$ cat config.mk
export PLATFORM = sky130hd
export DESIGN_NAME = issue_queue
export DESIGN_NICKNAME = d
export VERILOG_FILES = /design/src/rtl/issue_queue_pkg.sv /design/src/rtl/issue_queue_operand_check.sv /design/src/rtl/issue_queue.sv
export SDC_FILE = /design/constraint.sdc
export NUM_CORES = 1
export LEC_CHECK = 0
export ABC_AREA = 1
export BUFFER_PORTS_ARGS = -buffer_cell sky130_fd_sc_hd__buf_2
export CELL_PAD_IN_SITES_DETAIL_PLACEMENT = 0
export CELL_PAD_IN_SITES_GLOBAL_PLACEMENT = 1
export CORE_MARGIN = 3
export CORE_UTILIZATION = 40
export DETAILED_ROUTE_END_ITERATION = 10
export PLACE_DENSITY = 0.75
export SLEW_MARGIN = 5
export SYNTH_ARGS = -nofsm -noshare
export SYNTH_HDL_FRONTEND = slang
export SYNTH_SLANG_ARGS = --single-unit
$ cat constraint.sdc
create_clock -name clk -period 2.9 [get_ports clk]
set_input_delay 0.145 -clock clk [delete_from_list [all_inputs] [get_ports clk]]
set_output_delay 0.145 -clock clk [all_outputs]
set_load 0.005 [all_outputs]
$ cat src/rtl/issue_queue_pkg.sv
// Shared types for the issue queue: decoded instruction, scoreboard entry,
// register address and operand forwarding-source encodings.
package issue_queue_pkg;

  localparam int REG_ADDR_W = 5;

  typedef logic [REG_ADDR_W-1:0] reg_addr_t;

  typedef struct packed {
    reg_addr_t src0;
    reg_addr_t src1;
    reg_addr_t dest;
    logic      is_load;
    logic      is_mem;
    logic      uses_src0;
    logic      uses_src1;
  } decoded_inst_t;

  typedef struct packed {
    logic       is_load;
    logic [2:0] position;
  } sb_data_t;

  typedef enum logic [1:0] {
    FWD_RF  = 2'b00,
    FWD_EX  = 2'b01,
    FWD_MEM = 2'b10,
    FWD_WB  = 2'b11
  } fwd_sel_e;

  // Position a freshly issued result occupies in the scoreboard shift register.
  localparam logic [2:0] POS_ISSUED = 3'b100;

  function automatic fwd_sel_e pos_to_fwd(input logic [2:0] pos);
    if (pos[2])      return FWD_EX;
    else if (pos[1]) return FWD_MEM;
    else if (pos[0]) return FWD_WB;
    else             return FWD_RF;
  endfunction

endpackage

$ cat src/rtl/issue_queue_operand_check.sv
// Per-operand readiness and forwarding-source decode from one scoreboard entry.
module operand_check
  import issue_queue_pkg::*;
(
  input  logic       i_uses,
  input  reg_addr_t  i_src,
  input  sb_data_t   i_sb,
  output logic       o_ready,
  output logic [1:0] o_fwd_sel
);

  // A load still in EX has no data to forward yet; every other in-flight value does.
  assign o_ready   = !i_uses || (i_src == '0) || (i_sb.position == 3'b000) ||
                     !(i_sb.is_load && i_sb.position[2]);
  assign o_fwd_sel = pos_to_fwd(i_sb.position);

endmodule

$ cat src/rtl/issue_queue.sv
// Dual-entry in-order issue queue with scoreboard hazard check.
// Define ISSUE_QUEUE_DUAL_ISSUE_EN to allow the second head entry to issue alongside the first.
module issue_queue
  import issue_queue_pkg::*;
#(
  parameter int DEPTH = 8
) (
  input  logic                clk,
  input  logic                rst,
  input  logic                stall,
  input  logic                flash,
  input  logic [1:0]          in_valid,
  input  decoded_inst_t [1:0] in_inst,
  output logic                in_ready,
  output reg_addr_t [3:0]     sb_read_addr,
  input  sb_data_t [3:0]      sb_data,
  output logic [1:0]          sb_write_ena,
  output reg_addr_t [1:0]     sb_write_addr,
  output sb_data_t [1:0]      sb_write_data,
  output logic [1:0]          issue_valid,
  output decoded_inst_t [1:0] issue_inst,
  output logic [3:0][1:0]     fwd_sel
);

  localparam int AW = $clog2(DEPTH);
  localparam int CW = AW + 1;
`ifdef ISSUE_QUEUE_DUAL_ISSUE_EN
  localparam bit DUAL_EN = 1'b1;
`else
  localparam bit DUAL_EN = 1'b0;
`endif

  decoded_inst_t       r_mem [DEPTH];
  logic [AW-1:0]       r_head;
  logic [AW-1:0]       r_tail;
  logic [CW-1:0]       r_count;
  logic [1:0]          r_issue_valid_p1;
  decoded_inst_t [1:0] r_issue_inst_p1;
  logic [3:0][1:0]     r_fwd_sel_p1;

  logic [AW-1:0]       w_head_p1;
  logic [AW-1:0]       w_tail_p1;
  decoded_inst_t       w_head0;
  decoded_inst_t       w_head1;
  logic [CW-1:0]       w_free;
  logic                w_h0_vld;
  logic                w_h1_vld;
  logic [3:0]          w_op_use;
  reg_addr_t [3:0]     w_op_src;
  logic [3:0]          w_rdy;
  logic [3:0][1:0]     w_fwd;
  logic                w_raw;
  logic                w_both_mem;
  logic                w_issue0;
  logic                w_issue1;
  logic                w_enq0;
  logic                w_enq1;
  logic [CW-1:0]       w_enq_n;
  logic [CW-1:0]       w_deq_n;

  assign w_head_p1 = r_head + AW'(1);
  assign w_tail_p1 = r_tail + AW'(1);
  assign w_head0   = r_mem[r_head];
  assign w_head1   = r_mem[w_head_p1];

  assign w_free   = CW'(DEPTH) - r_count;
  assign in_ready = (w_free >= CW'(2));
  assign w_h0_vld = (r_count != '0);
  assign w_h1_vld = (r_count >= CW'(2));

  // ---- stage p0: scoreboard lookup and issue decision ----
  assign w_op_src = {w_head1.src1, w_head1.src0, w_head0.src1, w_head0.src0};
  assign w_op_use = {w_head1.uses_src1, w_head1.uses_src0, w_head0.uses_src1, w_head0.uses_src0};
  assign sb_read_addr = w_op_src;

  for (genvar k = 0; k < 4; k++) begin : g_opchk
    operand_check u_operand_check (
      .i_uses    (w_op_use[k]),
      .i_src     (w_op_src[k]),
      .i_sb      (sb_data[k]),
      .o_ready   (w_rdy[k]),
      .o_fwd_sel (w_fwd[k])
    );
  end

  assign w_raw = (w_head0.dest != '0) &&
                 ((w_head1.uses_src0 && (w_head1.src0 == w_head0.dest)) ||
                  (w_head1.uses_src1 && (w_head1.src1 == w_head0.dest)));
  assign w_both_mem = w_head0.is_mem && w_head1.is_mem;

  assign w_issue0 = w_h0_vld && !stall && !flash && w_rdy[0] && w_rdy[1];
  assign w_issue1 = DUAL_EN && w_issue0 && w_h1_vld && w_rdy[2] && w_rdy[3] &&
                    !w_raw && !w_both_mem;

  assign sb_write_ena[0]  = w_issue0 && (w_head0.dest != '0);
  assign sb_write_ena[1]  = w_issue1 && (w_head1.dest != '0);
  assign sb_write_addr[0] = w_head0.dest;
  assign sb_write_addr[1] = w_head1.dest;
  assign sb_write_data[0] = '{is_load: w_head0.is_load, position: POS_ISSUED};
  assign sb_write_data[1] = '{is_load: w_head1.is_load, position: POS_ISSUED};

  assign w_enq0  = in_ready && in_valid[0] && !flash;
  assign w_enq1  = w_enq0 && in_valid[1];
  assign w_enq_n = CW'(w_enq0) + CW'(w_enq1);
  assign w_deq_n = CW'(w_issue0) + CW'(w_issue1);

  always_ff @(posedge clk or posedge rst) begin
    if (rst) begin
      r_head  <= '0;
      r_tail  <= '0;
      r_count <= '0;
    end else if (flash) begin
      r_head  <= '0;
      r_tail  <= '0;
      r_count <= '0;
    end else begin
      r_head  <= r_head + AW'(w_deq_n);
      r_tail  <= r_tail + AW'(w_enq_n);
      r_count <= r_count + w_enq_n - w_deq_n;
    end
  end

  always_ff @(posedge clk) begin
    if (w_enq0) r_mem[r_tail]    <= in_inst[0];
    if (w_enq1) r_mem[w_tail_p1] <= in_inst[1];
  end

  // ---- stage p1: registered issue to execute ----
  always_ff @(posedge clk or posedge rst) begin
    if (rst) begin
      r_issue_valid_p1 <= '0;
      r_issue_inst_p1  <= '0;
      r_fwd_sel_p1     <= '0;
    end else if (flash) begin
      r_issue_valid_p1 <= '0;
    end else if (!stall) begin
      r_issue_valid_p1   <= {w_issue1, w_issue0};
      r_issue_inst_p1[0] <= w_head0;
      r_issue_inst_p1[1] <= w_head1;
      r_fwd_sel_p1       <= w_fwd;
    end
  end

  assign issue_valid = r_issue_valid_p1;
  assign issue_inst  = r_issue_inst_p1;
  assign fwd_sel     = r_fwd_sel_p1;

endmodule

==> reports/results.tsv, run 1 <==
metric	value	unit
status	finished with violations	
vias per inst	5.208	
Worst EP required	3.31	ns
Synth cell types	40	
Mapped Cells	1507	
Critical R2R Capture	r_count[2]	
nets	1742	
CP Max Fanout	10	
CP Cell Sequence	buf_16 > buf_8 > o21ai_0 > nand2_1 > nand3_1 > nand2_2 > nand3_2 > o21bai_1 > nand3_1 > buf_4 > inv_4 > ha_4 > inv_2 > ha_4 > fa_2 > xnor2_2 > nor2_1	
Synth top area share	0.3675	
Skew-Pair Late Insertion Delay	0.53	ns
failing checks	negative setup slack	
residual DRC count	0	
Max Cap Viol	0	
Worst Path Arrival	3.35	ns
Async SR Flop Fraction	0.2727	
WL final	39700	um
final setup margin	-0.03427	ns
max incr delay on CP	0.58	ns
EDFF count, synth	152	
GRT Total Usage	0.2278	
CTS Buffer Depth	3	
Worst slew margin	0.4796	
Final Cycle Share	1.012	
Fmax	0.3408	GHz
most common cell in the netlist	nand2_1	
leakage	6.901	nW
worst hold stages	3	
Final ANT Viol Nets	0	
# rows	63	
Worst Hold Launch	in_inst[12]	
Max Slew Vio Count	0	
Clock Skew	0.008105	ns
RSZ-0062 raised after global routing	yes	
Synth area leader	edfxtp_1	
CTS Buf Count	25	
largest net degree at the start of global routing	58	
critical path class	flop to flop	
Finished Layout Cells	2077	
PwrDens	734.6	nW/um^2
HPWL after DPL	25630	um
Boundary Pins	149	
initial core utilization	0.4125	
worst slew pin tran	0.7798	ns
initial antenna violation count	3	
I/O Buffers	138	
die area	33200	um^2
final hold vios	0	
CTS root buffer	clkbuf_16	
Layout area overhead	23.79	%
Max IR drop VDD	0.4620	mV
sequential fraction of the synthesis area	0.4823	
top_reg_cell synth	edfxtp_1	
routed len/inst	19.11	um
Worst Setup Start Kind	flop	
total clock sinks	209	
CTS tree	built	
first-pass GRT wire length	58860	um
hold endpoint	r_mem[2][12]	
dpl ws	-0.1506	ns
critical path depth	17	
routability cong.	0.8302	
total grt overflow	0	
R2R depth	17	
number of synthesized register bits	209	
ranking of synthesized cells by area	edfxtp_1 37%, nand2_1 12%, dfrtp_1 11%	
Yosys Warn Count	0	
R2R Setup Slk	-0.03	ns
Critical Path End Type	flop	
number of global-route vias before repair	10151	
share of cells above drive strength 1	0.2319	
placed insts	1974	
synth cell count leaders	392 x nand2_1, 214 x o21ai_0, 152 x edfxtp_1	
final setup vio count	2	
Die H	182.2	um
Starting DRT DRC Count	1047	
Crit-path slowest cell	dfrtp_4	
delay-heaviest family, CP	adder cells	
FF-to-FF Start	r_head[0]	
HP Class	input pin to flop	
H-tree depth	1	
Post-Route Setup TNS	-0.03692	ns
die width	182.2	um
1st-pass router iterations	6	
Avg Inst Size Synth	8.242	um^2
crit path time final	2.934	ns
routed via count	10818	
area of the core	30110	um^2
Synth Cell Area	12420	um^2
Worst-path clk slew	0.06	ns
Worst Path Buf+Inv	5	
-- worst max path at each step --
| stage | start | end |
|---|---|---|
| after floorplan | r_count[0] | r_mem[0][0] |
| after global placement | r_head[0] | r_count[1] |
| after detailed placement | r_head[0] | r_count[2] |
| after CTS | r_head[0] | sb_write_addr[9] |
| after global routing | r_head[0] | r_count[2] |
| final | r_head[0] | r_count[2] |
-- stage by stage --
stage | util | hold WS (ns) | total power [mW] | cell area (um^2)
after floorplan | - | 0.2762 | 6.108 | 12440
after global placement | 0.4485 | 0.3892 | 7.298 | 13510
after detailed placement | 0.4485 | 0.3892 | 7.369 | 13510
after CTS | 0.4917 | 0.001961 | 10.82 | 14810
after global routing | 0.5106 | 0.02899 | 11.89 | 15380
final | 0.5106 | 0.01268 | 11.29 | 15380
-- layer usage --
layer	track usage	up-vias	routed length [um]
met1	0.3372	4968	18010
li1	-	5309	-
met5	0	-	22
met3	0.05123	61	4246
met2	0.3423	476	16650
met4	0.05088	4	768
-- cell families (layout without fill, tap and decap cells) --
family | Yosys count | count (layout) | synth area share
AO/OA/AOI/OAI | 433 | 433 | 0.1852
XOR/XNOR | 2 | 2 | 0.002015
adder cells (fa/ha/maj) | 15 | 15 | 0.01632
buffers and inverters | 311 | 484 | 0.1395
flip-flops | 209 | 209 | 0.4823
multiplexers | 2 | 2 | 0.001813
other | 2 | 9 | 0.0006046
AND/OR/NAND/NOR | 533 | 533 | 0.1723
-- power breakdown --
group | leakage, nW | internal [mW] | switching [mW]
registers | 2.08 | 3.62 | 0.195
logic | 4.42 | 1.84 | 2.42
clock network | 0.404 | 1.94 | 1.29
-- layout make-up --
type | count | area [um^2]
clock buffer | 27 | 633.1
tap | 390 | 488.0
clock inverter | 19 | 207.7
fill | 2824 | 14740
multi-input combinational | 993 | 5122
timing repair buffer | 286 | 2347
sequential | 209 | 5995
inverter | 152 | 580.6
antenna | 1 | 2.502
-- placed cells by master (no fill, tap or decap), drive strengths merged --
| cell type | count |
|---|---|
| nand2 | 400 |
| o21ai | 296 |
| buf | 255 |
| inv | 153 |
| edfxtp | 152 |
| a21oi | 82 |
| nor2 | 71 |
| nand3 | 60 |
| dfrtp | 57 |
| clkbuf | 33 |
| dlygate4sd3 | 25 |
| o211ai | 19 |
| ha | 13 |
| clkinv | 11 |
| a31oi | 10 |
| o31ai | 9 |
| conb | 8 |
| a32oi | 7 |
| o22ai | 5 |
| bufinv | 4 |
| clkinvlp | 3 |
| o21bai | 2 |
| mux2 | 2 |
| fa | 2 |
| diode | 1 |
| xor2 | 1 |
| nand4 | 1 |
| or2 | 1 |
| o21a | 1 |
| xnor2 | 1 |
| a21o | 1 |
| o221ai | 1 |
-- repair_timing --
action | CTS | global route
gates cloned | 3 | 7
setup endpoints to repair | 17 | 20
buffers inserted | 3 | 20
hold endpoints to repair | 94 | 0
hold buffers | 25 | 0
gates resized for setup | 29 | 94
pin swaps | 3 | 33
-- worst reg2reg max path: cells and delay by family (launching register included) --
family	cells	cell delay (ns)
xor+xnor	1	0.18
simple gates	6	0.48
fa+ha+maj	3	0.80
flops	1	0.58
compound gates	2	0.23
buf+inv	5	0.56
-- sequential cells by signal, summed over array words and instances, names as in the netlist --
register     cells
r_mem          152
r_tail           3
fwd_sel          8
r_head           3
issue_valid      1
issue_inst      38
r_count          4
(Power assumes the default switching activity.)
==> run 2, diff against run 1 <==
- ABC_AREA: 1 -> not set
- CORE_UTILIZATION: 40 -> 45
- PLACE_DENSITY: 0.75 -> 0.76
==> run 2 against run 1 <==
  * The flow still finishes with violations (negative setup slack)
  * Critical path depth is 5 lower
  * Count of clock-buffer cells in the layout grew 6
  * Non-clock buffer count decreased by 32
  * Via count is 33% lower
  * Core utilization is 6.7 points higher
  * Cell count is 38% lower
  * Clock skew grew 0.0038 ns
  * Area after synthesis shrank 5.4%
  * Critical path type unchanged
  * Largest power group is now sequential cells
==> reports/results.tsv, run 2 <==
metric	value	unit	change
Critical Path End Type	flop		
die area	28090	um^2	-15%
# rows	58		-7.9%
routability cong.	0.7992		-3.7%
HPWL after DPL	20100	um	-22%
EDFF count, synth	152		unchanged
Crit-path slowest cell	dfrtp_4		
Most common cell on crit path	ha_4		
placed insts	1220		-38%
final setup vio count	20		+18
share of cells above drive strength 1	0.6062		+0.3743
H-tree depth	1		unchanged
Clock Skew	0.01190	ns	+0.003791 ns
largest net degree at the start of global routing	66		+14%
R2R Setup Slk	-0.31	ns	-0.27 ns
max incr delay on CP	0.51	ns	-0.07 ns
delay-heaviest family, CP	multiplexers		
Antenna Cells	0		-1
1st-pass router iterations	5		-1
RSZ-0062 raised after global routing	yes		
Mapped Cells	750		-50%
final hold vios	0		unchanged
Max Cap Viol	0		unchanged
Synth Cell Area	11750	um^2	-5.4%
commonest non-fill, non-tap cells in the layout	164 x mux2_2, 152 x edfxtp_1, 138 x buf_2		
routed len/inst	22.97	um	+20%
routed via count	7222		-33%
Storage cell area	5997	um^2	about the same
critical path class	flop to flop		
Critical R2R Capture	r_count[1]		
post-synthesis mux area share	0.3634		+0.3615
CP startpoint	r_head[0]		
nets	1025		-41%
Finished Layout Cells	1295		-38%
Worst Path Arrival	3.60	ns	+0.25 ns
top_reg_cell synth	edfxtp_1		
worst slew pin tran	0.7612	ns	-0.01864 ns
Worst Setup Start Kind	flop		
number of global-route vias before repair	7548		-26%
total clock sinks	209		unchanged
Synth Area in Simple Gates	0.03045		-0.1418
Synth cell types	41		+2.5%
I/O Buffers	138		unchanged
post-synthesis adder-cell area fraction	0.01725		+0.0009278
largest family of logic cells by synthesized area	multiplexers		
Max Slew Vio Count	0		unchanged
status	finished with violations		
vias per inst	5.577		+7.1%
HP Class	input pin to flop		
R2R depth	12		-5
Fmax	0.3117	GHz	-8.5%
GRT Total Usage	0.2072		-0.02059
Net Sw Power	2.834	mW	-27%
Pint	7.402	mW	about the same
most common cell in the netlist	mux2_2		
CTS Buf Count	24		-4.0%
Synth top area share	0.3884		+0.02089
initial antenna violation count	0		-3
Top Metal Used	met4		
sequential share of power	0.379		+0.041
Avg Inst Size Synth	15.67	um^2	+90%
post-route cell area	14670	um^2	-4.6%
CP Cell Sequence	buf_12 > mux4_2 > mux2_4 > nor4_4 > buf_4 > o211ai_1 > nor2_4 > ha_4 > inv_4 > ha_4 > fa_2 > nor2b_1		
Worst EP required	3.29	ns	-0.02 ns
Multi-input gate area	5429	um^2	+6.0%
Starting DRT DRC Count	671		-36%
clock group share of total power	0.306		+0.021
Synth area leader	edfxtp_1		
Final ANT Viol Nets	0		unchanged
initial core utilization	0.4627		+0.05022
synth cell count leaders	169 x mux2_2, 152 x edfxtp_1, 74 x mux4_2		
most common cell after layout, fill and taps aside	mux2_2		
CTS Buffer Depth	3		unchanged
crit path time final	3.209	ns	+0.2742 ns
Die H	167.6	um	-8.0%
WL met3	1697	um	-60%
Comb power frac	0.315		-0.062
Placed Area	13280	um^2	-1.7%
first-pass GRT wire length	45210	um	-23%
Worst Setup EP	r_count[1]		
critical path depth	12		-5
Skew-Pair Late Insertion Delay	0.52	ns	about the same
Layout area overhead	24.82	%	
Max IR drop VDD	0.3573	mV	-23%
sequential fraction of the synthesis area	0.5097		+0.02742
area of the core	25400	um^2	-16%
FF-to-FF Start	r_head[0]		
met2 routed WL	14760	um	-11%
final setup margin	-0.3085	ns	-0.2742 ns
Worst slew margin	0.4926		+0.01300
residual DRC count	0		unchanged
hold slack	0.03230	ns	+0.01962 ns
die width	167.6	um	-8.0%
number of synthesized register bits	209		unchanged
Worst Path Buf+Inv	3		-2
WL final	29750	um	-25%
Worst-path clk slew	0.06	ns	about the same
worst hold stages	2		-1
CTS tree	built		
Post-Synth XOR/XNOR Area	0.005962		+0.003947
Boundary Pins	149		unchanged
CTS root buffer	clkbuf_16		
Sw Ratio	0.2769		-0.06825
leakage	5.653	nW	-18%
fill cell count	1995		-29%
ranking of synthesized cells by area	edfxtp_1 39%, mux2_2 16%, mux4_2 14%		
total grt overflow	0		unchanged
fin util	0.5775		+0.06690
CP Max Fanout	5		-5
max FFs per register	152		unchanged
Yosys Warn Count	0		unchanged
Final Cycle Share	1.106		+0.09457
complex-gate fraction of the synthesized area	0.02161		-0.1635
failing checks	negative setup slack		
Async SR Flop Fraction	0.2727		unchanged
met1 wire length	12860	um	-29%
Reg with most FFs	r_mem		
PwrDens	697.8	nW/um^2	-5.0%
[run 2: cell count changes after synthesis, sizes merged, moves of 57 or more]
cell,before,now
a21oi,82,6
buf,124,63
inv,152,21
mux2,2,207
mux4,0,74
nand2,400,31
nand3,60,3
o21ai,296,19
[run 2: how the worst min path moves through the flow]
stage | from | end | slack (ns)
after global routing | in_inst[6] | r_mem[1][6] | 0.02
final | in_inst[6] | r_mem[1][6] | 0.03
after detailed placement | rst | issue_inst[17] | 0.31
after global placement | rst | issue_inst[36] | 0.30
after CTS | flash | r_count[2] | -0.02
after floorplan | flash | r_tail[0] | 0.21
[run 2: layer usage]
metal  GRT usage  vias up
met5           0        -
met4     0.04020        0
met3     0.03116       30
met2      0.3549      248
met1      0.2855     3667
li1            -     3277
[run 2: final cells by class]
| type | count | share of cell area |
|---|---|---|
| clock buffer | 33 | 0.04742 |
| clock inverter | 8 | 0.008103 |
| inverter | 21 | 0.005544 |
| multi-input combinational | 440 | 0.3701 |
| sequential | 209 | 0.4088 |
| tap | 330 | 0.02815 |
| timing repair buffer | 254 | 0.1319 |
[run 2: per-stage QoR]
stage                     worst slack (ns)  TNS (ns)  total power [mW]
after floorplan                    -0.2547    -16.56             5.888
after global placement             -0.4804    -1.363             6.796
after detailed placement           -0.5685    -1.900             6.863
after CTS                          -0.4018    -5.751             10.22
after global routing               -0.4362    -6.744             10.73
final                              -0.3085    -4.870             10.24
[run 2: kinds of logic (layout without fill, tap and decap cells)]
family          count (synthesis)  count (layout)
compound gates                 41              41
simple gates                   74              74
mux                           294             294
buf+inv                       107             316
flops                         209             209
other cells                     2               8
xor+xnor                        8               8
fa+ha+maj                      15              15
[run 2: worst register-to-register path, delay by kind of cell, from the launching register on]
| family | cells | cell delay [ns] |
|---|---|---|
| AO/OA/AOI/OAI | 1 | 0.14 |
| adder cells (fa/ha/maj) | 3 | 0.75 |
| buffers and inverters | 3 | 0.33 |
| flip-flops | 1 | 0.51 |
| multiplexers | 2 | 0.78 |
| AND/OR/NAND/NOR | 3 | 0.56 |
[run 2: power groups by stage]
stage	clock, mW	sequential [mW]	combinational, mW
after floorplan	0	3.89	1.99
after global routing	3.30	3.93	3.50
final	3.13	3.88	3.22
after global placement	0	3.92	2.87
after detailed placement	0	3.95	2.91
after CTS	3.18	3.88	3.16
[run 2: repair_timing]
action / in CTS / in global routing
pin swaps: 3 / 7
setup buffers: 7 / 3
gates resized for setup: 16 / 13
hold buffers: 20 / 4
gates cloned: 3 / 0
endpoints found under the setup margin: 36 / 100
hold endpoints to repair: 43 / 2
==> run 3, diff against run 2 <==
- CAP_MARGIN: not set -> 0
- CORE_MARGIN: 3 -> not set
==> run 3 against run 2 <==
  * The run ends with negative hold slack, negative setup slack left
  * Clock skew shrank 0.0016 ns
  * Sequential share of layout area shrank 0.49 points
  * First-iteration DRC count shrank 29%
  * Critical path type unchanged
  * Die area shrank 4.7%
  * Cell area grew 1.2%
  * Sequential power is essentially flat
==> reports/results.tsv, run 3 (same netlist as run 2, synthesis figures left out) <==
metric	value	unit	change
status	finished with violations		
failing checks	negative hold slack, negative setup slack		
Critical Path End Type	flop		
most common cell after layout, fill and taps aside	edfxtp_1		
GRT Total Usage	0.2274		+0.02019
critical path class	flop to flop		
Worst slew margin	0.2875		-0.2050
largest net degree at the start of global routing	66		unchanged
H-tree depth	1		unchanged
Worst-path clk slew	0.06	ns	about the same
Boundary Pins	149		unchanged
vias per inst	5.608		+0.56%
sequential share of power	0.384		+0.005
fill cell count	1974		-1.1%
PwrDens	680.0	nW/um^2	-2.5%
initial antenna violation count	0		unchanged
Pint	7.231	mW	-2.3%
CTS Buf Count	23		-4.2%
Worst Path Arrival	3.66	ns	+0.06 ns
# rows	58		unchanged
Max IR drop VDD	0.4475	mV	+25%
final hold vios	5		+5
dpl ws	-0.6063	ns	-0.03787 ns
initial core utilization	0.4627		unchanged
worst slew pin tran	1.067	ns	+0.3060 ns
Max Cap Viol	0		unchanged
routed len/inst	22.76	um	-0.94%
first-pass GRT wire length	44930	um	-0.61%
Die H	163.6	um	-2.4%
routability cong.	0.8538		+6.8%
max FFs per register	152		unchanged
GRT busiest layer	met2		
CTS tree	built		
R2R Setup Slk	-0.36	ns	-0.06 ns
CP Cell Sequence	buf_6 > mux4_2 > mux2_4 > nor4_2 > buf_4 > o211ai_1 > nor2_1 > ha_2 > inv_2 > ha_4 > fa_2 > nor2b_1		
number of global-route vias before repair	7468		-1.1%
residual DRC count	0		unchanged
Final ANT Viol Nets	0		unchanged
Post-Route Setup TNS	-2.987	ns	+1.884 ns
area of the core	25400	um^2	unchanged
Worst Setup Start Kind	flop		
Skew-Pair Late Insertion Delay	0.52	ns	about the same
Clock Skew	0.01034	ns	-0.001557 ns
Comb power frac	0.346		+0.031
leakage	5.763	nW	+1.9%
Reg with most FFs	r_mem		
total grt overflow	0		unchanged
commonest non-fill, non-tap cells in the layout	152 x edfxtp_1, 148 x mux2_2, 122 x buf_2		
Worst Path Buf+Inv	3		unchanged
GRT met1 Usage	0.2981		+0.01262
1st-pass router iterations	4		-1
final setup margin	-0.3638	ns	-0.05532 ns
max incr delay on CP	0.48	ns	-0.03 ns
clock group share of total power	0.271		-0.035
routing usage on met3	0.03758		+0.006421
crit path time final	3.264	ns	+0.05531 ns
RSZ-0062 raised after global routing	yes		
die area	26770	um^2	-4.7%
M2 GR Usage	0.3896		+0.03476
WL final	29770	um	about the same
Fmax	0.3064	GHz	-1.7%
Net Sw Power	2.864	mW	+1.1%
Layout area overhead	26.32	%	
die width	163.6	um	-2.4%
Starting DRT DRC Count	477		-29%
Final Cycle Share	1.125		+0.01907
nets	1036		+1.1%
Crit-path slowest cell	mux4_2		
total clock sinks	209		unchanged
HP Class	input pin to flop		
Antenna Cells	0		unchanged
share of cells above drive strength 1	0.6084		+0.002167
hold slack	-0.05494	ns	-0.08724 ns
Sw Ratio	0.2837		+0.006853
Worst EP required	3.29	ns	about the same
Max Slew Vio Count	0		unchanged
HPWL after DPL	20450	um	+1.7%
CTS Buffer Depth	3		unchanged
I/O Buffers	138		unchanged
delay-heaviest family, CP	adder cells		
final setup vio count	20		unchanged
CP Max Fanout	5		unchanged
routed via count	7335		+1.6%
CTS root buffer	clkbuf_16		
run 3: cell type report:
| class | instances | area (um^2) | share of cell area |
|---|---|---|---|
| multi-input cells | 440 | 5455 | 0.3675 |
| clock inverters | 13 | 91.34 | 0.006153 |
| inverters | 21 | 78.83 | 0.005310 |
| flip-flops and latches | 209 | 5996 | 0.4039 |
| repair buffers | 266 | 2213 | 0.1491 |
| well taps | 330 | 412.9 | 0.02781 |
| clock buffers | 29 | 598.1 | 0.04029 |
run 3: metrics by stage:
stage / cell area [um^2] / cells / hold WS, ns / utilization / power, mW
6_report: 14850 / 1308 / -0.05494 / 0.5845 / 10.10
5_1_grt: 14850 / 1308 / -0.06557 / 0.5845 / 10.59
4_1_cts: 14880 / 1309 / -0.02812 / 0.5857 / 10.19
3_5_place_dp: 13320 / 1219 / 0.3537 / 0.5244 / 6.848
3_3_place_gp: 13320 / 1219 / 0.3544 / 0.5244 / 6.791
2_1_floorplan: 11850 / 756 / 0.2106 / - / 5.888
run 3: layer usage:
layer,part of all wire,up-vias
met1,0.43,3755
met3,0.052,43
met2,0.49,242
li1,-,3295
met4,0.022,0
met5,0,-
run 3: power by group through the flow:
stage,registers (mW),logic (mW),clock network (mW)
finish,3.87,3.49,2.73
detailed placement,3.95,2.90,0
CTS,3.87,3.55,2.78
floorplan,3.89,1.99,0
global placement,3.93,2.86,0
global route,3.92,3.78,2.90
run 3: final timing paths:
check                                     from        endpoint  cells past startpoint
min in group asynchronous                  rst      r_count[0]                      3
worst max-delay path                 r_head[0]      r_count[1]                     12
worst min register to register  issue_inst[21]  issue_inst[21]                      2
worst max register to register       r_head[0]      r_count[1]                     12
worst min-delay path                     flash       r_head[1]                      2
max in group asynchronous                  rst  issue_inst[13]                      4
run 3: worst register-to-register path, delay by kind of cell (launching register included):
kind                       cells  cell delay, ns
AOI/OAI and AO/OA              1            0.11
adders and majority gates      3            0.84
buffers and inverters          3            0.35
DFF                            1            0.47
muxes                          2            0.78
and+or+nand+nor                3            0.58
run 3: repair_timing:
| action | in CTS | in global routing |
|---|---|---|
| endpoints found under the setup margin | 43 | 48 |
| gates resized for setup | 67 | 11 |
| pin swaps | 8 | 8 |
| buffers inserted | 26 | 5 |
| hold endpoints to repair | 60 | 5 |
| hold buffers | 19 | 2 |
| gates cloned | 5 | 0 |
